### config.mk
export PLATFORM = sky130hd
export DESIGN_NAME = audio_pwm_dac
export DESIGN_NICKNAME = d
export VERILOG_FILES = /design/src/rtl/audio_pwm_dac.sv
export SDC_FILE = /design/constraint.sdc
export NUM_CORES = 1
export LEC_CHECK = 0
export BUFFER_PORTS_ARGS = -buffer_cell sky130_fd_sc_hd__buf_4
export CAP_MARGIN = 20
export CELL_PAD_IN_SITES_DETAIL_PLACEMENT = 1
export CELL_PAD_IN_SITES_GLOBAL_PLACEMENT = 1
export CORE_AREA = 4 4 63 65
export DETAILED_ROUTE_END_ITERATION = 7
export DIE_AREA = 0 0 67 69
export PLACE_DENSITY_LB_ADDON = 0.3
export REMOVE_ABC_BUFFERS = 1
export SYNTH_ARGS = -nofsm -noshare
export SYNTH_HDL_FRONTEND = slang
export SYNTH_SLANG_ARGS = --single-unit
### constraint.sdc
create_clock -name clock -period 2.84 [get_ports clock]
set_input_delay 0.284 -clock clock [delete_from_list [all_inputs] [get_ports clock]]
set_output_delay 0.284 -clock clock [all_outputs]
set_load 0.01 [all_outputs]
### src/rtl/audio_pwm_dac.sv
// rtl/audio_pwm_dac.sv - 1-bit audio DAC: PWM or first-order delta-sigma with volume shift and peak hold
module audio_pwm_dac #(
    parameter int CLK_DIV = 512
) (
    input  logic       clock,
    input  logic       reset,
    input  logic       enable,
    input  logic       mode,
    input  logic [1:0] volume,
    input  logic [3:0] sample,
    input  logic       peak_clr,
    output logic       sample_ena,
    output logic       audio_out,
    output logic [3:0] peak
);

    localparam int DIV_W = (CLK_DIV > 1) ? $clog2(CLK_DIV) : 1;
    localparam logic [DIV_W-1:0] DIV_LAST = DIV_W'(CLK_DIV - 1);

    if (((CLK_DIV % 16) != 0) || (CLK_DIV < 16)) begin : g_bad_clk_div
        $error("audio_pwm_dac: CLK_DIV must be a multiple of 16 and at least 16");
    end

    logic [DIV_W-1:0] div_cnt_q, div_cnt_d;
    logic [3:0]       pwm_cnt_q, pwm_cnt_d;
    logic [3:0]       acc_q, acc_d;
    logic [3:0]       level_q, level_d;
    logic             mode_q, mode_d;
    logic [3:0]       peak_q, peak_d;
    logic             sample_ena_q, sample_ena_d;
    logic             audio_out_q, audio_out_d;

    logic             capture;
    logic [3:0]       new_level;
    logic [4:0]       ds_sum;
    logic             pwm_bit;

    assign capture   = enable && (div_cnt_q == DIV_LAST);
    assign new_level = sample >> volume;
    assign ds_sum    = {1'b0, acc_q} + {1'b0, level_q};
    assign pwm_bit   = (pwm_cnt_q < level_q);

    always_ff @(posedge clock or posedge reset) begin
        if (reset) begin
            div_cnt_q    <= DIV_LAST;
            pwm_cnt_q    <= '0;
            acc_q        <= '0;
            level_q      <= '0;
            mode_q       <= 1'b0;
            peak_q       <= '0;
            sample_ena_q <= 1'b0;
            audio_out_q  <= 1'b0;
        end else begin
            div_cnt_q    <= div_cnt_d;
            pwm_cnt_q    <= pwm_cnt_d;
            acc_q        <= acc_d;
            level_q      <= level_d;
            mode_q       <= mode_d;
            peak_q       <= peak_d;
            sample_ena_q <= sample_ena_d;
            audio_out_q  <= audio_out_d;
        end
    end

    // Disabled: park the divider on its last count so the first enabled edge captures.
    always_comb begin
        div_cnt_d    = div_cnt_q;
        pwm_cnt_d    = pwm_cnt_q;
        acc_d        = acc_q;
        sample_ena_d = 1'b0;
        audio_out_d  = 1'b0;
        if (!enable) begin
            div_cnt_d = DIV_LAST;
            pwm_cnt_d = '0;
            acc_d     = '0;
        end else begin
            div_cnt_d    = capture ? '0 : div_cnt_q + DIV_W'(1);
            pwm_cnt_d    = capture ? 4'd0 : pwm_cnt_q + 4'd1;
            acc_d        = ds_sum[3:0];
            sample_ena_d = capture;
            audio_out_d  = mode_q ? ds_sum[4] : pwm_bit;
        end
    end

    // Level and mode only move at the capture edge, so mid-period changes wait a period.
    always_comb begin
        level_d = level_q;
        mode_d  = mode_q;
        if (capture) begin
            level_d = new_level;
            mode_d  = mode;
        end
    end

    always_comb begin
        peak_d = peak_q;
        if (capture) begin
            if (peak_clr || (new_level > peak_q)) begin
                peak_d = new_level;
            end
        end else if (peak_clr) begin
            peak_d = '0;
        end
    end

    assign sample_ena = sample_ena_q;
    assign audio_out  = audio_out_q;
    assign peak       = peak_q;

endmodule

==> out/results.tsv <==
metric	value	unit
crit_path_max_incr_delay	580	ps
die_w	67	um
grt_usage	13.39	%
cts-root-buf	clkbuf_4	
tns	0	ps
vias	1019	
seq_area_frac_synth	47.98	%
nets	178	
rows	21	
fin_ws	327.9	ps
p_int	0.9810	mW
switchingPower	0.5054	mW
r2r_slack	330	ps
gp_congestion	0.7863	
period_minus_slack	2512	ps
cap_violations	0	
skew	6.318	ps
post-place-ws	318.9	ps
drt_iter0_markers	16	
port_buffers	16	
setup_viol	0	
post-route-period-util	88.45	%
start_util	44.47	%
path_clk_slew	150	ps
dp_hpwl	2.239	mm
via_per_inst	5.173	
r2r_start	div_cnt_q[0]	
synth_warnings	0	
grt_pass1_wl	4.912	mm
clkPwrFrac	15.1	%
synth_cell_types	36	
clock_latency	320	ps
power_density	860.2	nW/um^2
antenna_found_initial	0	
synth_area_leader_cell	dfrtp_1	
core_area	3337	sq um
pwr-share-comb	38.1	%
syn_to_final_growth	16.44	%
drive_gt1_share	25.83	%
swShare	34.00	%
rsz0062_at_grt	false	
final_antenna_net_count	0	
rr_worst_depth	8	
cts_setup_buffers	0	
cp.arrival	2730	ps
path_common_cell	ha_1	
worstSetupEndpoint	peak[2]	
cts-htree-levels	1	
wl_per_cell	14.56	um
crit_fanout	12	
grt_max_degree	29	
clock.fmax	398.1	MHz
totalPowerFinal	1.486	mW
cp.required	3060	ps
numCtsBuffers	3	
dieArea	4623	sq um
cts_sinks	28	
clockBufferDepth	2	
timing.hold.ws	192.2	ps
cpMaxStageDelayCell	dfstp_2	
fp.dieH	69	um
finalHoldViolations	0	
drcViolationCount	0	
final_cell_mix	dfrtp_1, buf_4, ha_1, inv_1	
placed_area	1643	sq um
syn_area	1484	sq um
min_from	mode	
stdcell_area	1728	sq um
synth_top_cell_area_share	32.04	%
ir_drop	0.0004483	V
crit_start	div_cnt_q[0]	
worst-setup-path-type	reg -> reg	
run_status	finished clean	
p_leak	0.8714	nW
regArea	711.9	sq um
multiInputGateArea	711.9	sq um
cts_tree	done	
wl	2.869	mm
seq_power_share	46.8	%
ys_top_cells_by_area	dfrtp_1, dfstp_2, ha_1	
fillers	392	
slew_violations	0	
worst_pin_slew	377.3	ps
cp-start-kind	register	
ys_ff_latch	28	
cp-end-kind	register	
io_pins	17	
layout.cells.most_common	dfrtp_1	
synth_area_per_cell	11.24	sq um
antenna_cells	0	
timing.rr.end	peak[2]	
synth_cells	132	
dr.pass1.iters	4	
hold_path_class	in -> reg	
path_cells	ha_1 -> nand3_1 -> nor2_1 -> and3_1 -> ha_1 -> a31oi_1 -> a21oi_2 -> mux2_2	
grt.overflow.total	0	
slew_headroom	74.85	%
grt_pass1_vias	1118	
## power by group through the flow
| stage | combinational [mW] | clock (mW) | sequential [mW] |
|---|---|---|---|
| finish | 0.567 | 0.224 | 0.696 |
| global route | 0.662 | 0.243 | 0.717 |
| CTS | 0.575 | 0.230 | 0.698 |
| detailed placement | 0.572 | 0 | 0.705 |
| global placement | 0.535 | 0 | 0.697 |
| floorplan | 0.428 | 0 | 0.679 |
## per-stage QoR
| stage | util, % | std cells |
|---|---|---|
| finish | 51.78 | 197 |
| global route | 51.78 | 197 |
| CTS | 50.66 | 195 |
| detailed placement | 49.23 | 191 |
| global placement | 49.23 | 191 |
| floorplan | - | 129 |
## layer usage
| metal | track usage [%] | vias to the layer above | wire length (um) |
|---|---|---|---|
| li1 | - | 497 | - |
| met1 | 16.92 | 501 | 1292 |
| met2 | 22.93 | 17 | 1454 |
| met3 | 1.623 | 4 | 81 |
| met4 | 4.730 | 0 | 40 |
| met5 | 0 | - | 0 |
## what timing repair did
action                                  in CTS  in global routing
gates resized for setup                      0                  0
endpoints found under the hold margin        0                  3
endpoints found under the setup margin       0                  0
hold buffers                                 0                  1
## worst min-delay path by stage
stage,endpoint,slack [ps],cells past startpoint
2_1_floorplan,acc_q[0],340,1
3_3_place_gp,pwm_cnt_q[0],470,1
3_5_place_dp,pwm_cnt_q[0],490,1
4_1_cts,mode_q,190,2
5_1_grt,mode_q,180,2
6_report,mode_q,190,2
## critical path: cells and delay by family (launching register included)
| family | cells | cell delay [ps] |
|---|---|---|
| and+or+nand+nor | 3 | 470 |
| DFF | 1 | 580 |
| adders and majority gates | 2 | 570 |
| muxes | 1 | 370 |
| AOI/OAI and AO/OA | 2 | 410 |
## cell families after synthesis
family,Yosys count,share of synthesized area (%)
AND/OR/NAND/NOR,32,11.47
flip-flops,28,47.98
adder cells (fa/ha/maj),15,13.15
AO/OA/AOI/OAI,24,10.62
multiplexers,9,6.829
buffers and inverters,14,4.047
XOR/XNOR,10,5.902
## cell usage after synthesis
cell       n
a211oi_1   2
a21o_1     6
a21o_2     1
a21oi_1    1
a21oi_2    1
a31oi_1    1
and2_1     4
and2_4     1
and3_1     1
and4_1     1
buf_1      1
buf_6      1
clkbuf_1   1
dfrtp_1   19
dfstp_2    9
fa_1       1
ha_1      14
inv_1     11
mux2_2     5
mux2_4     1
mux2i_1    3
nand2_1    5
nand2b_1   2
nand3_1    3
nand3b_1   1
nand4_1    2
nor2_1     8
nor2b_1    2
nor3_1     1
nor3b_1    1
o211ai_1   1
o21ai_0    9
o22ai_1    1
o311a_1    1
xnor2_1    4
xor2_1     6
## sequential cells by signal, summed over array words and instances (netlist names)
register	flops
div_cnt_q	9
acc_q	4
level_q	4
peak	4
pwm_cnt_q	4
audio_out	1
mode_q	1
sample_ena	1
## cell type report
type | instances | share of cell area (%)
inverter | 11 | 2.390
multi-input combinational | 90 | 41.20
timing repair buffer | 18 | 9.124
clock buffer | 4 | 2.752
tap | 46 | 3.331
sequential | 28 | 41.20
(Power assumes the default switching activity.)
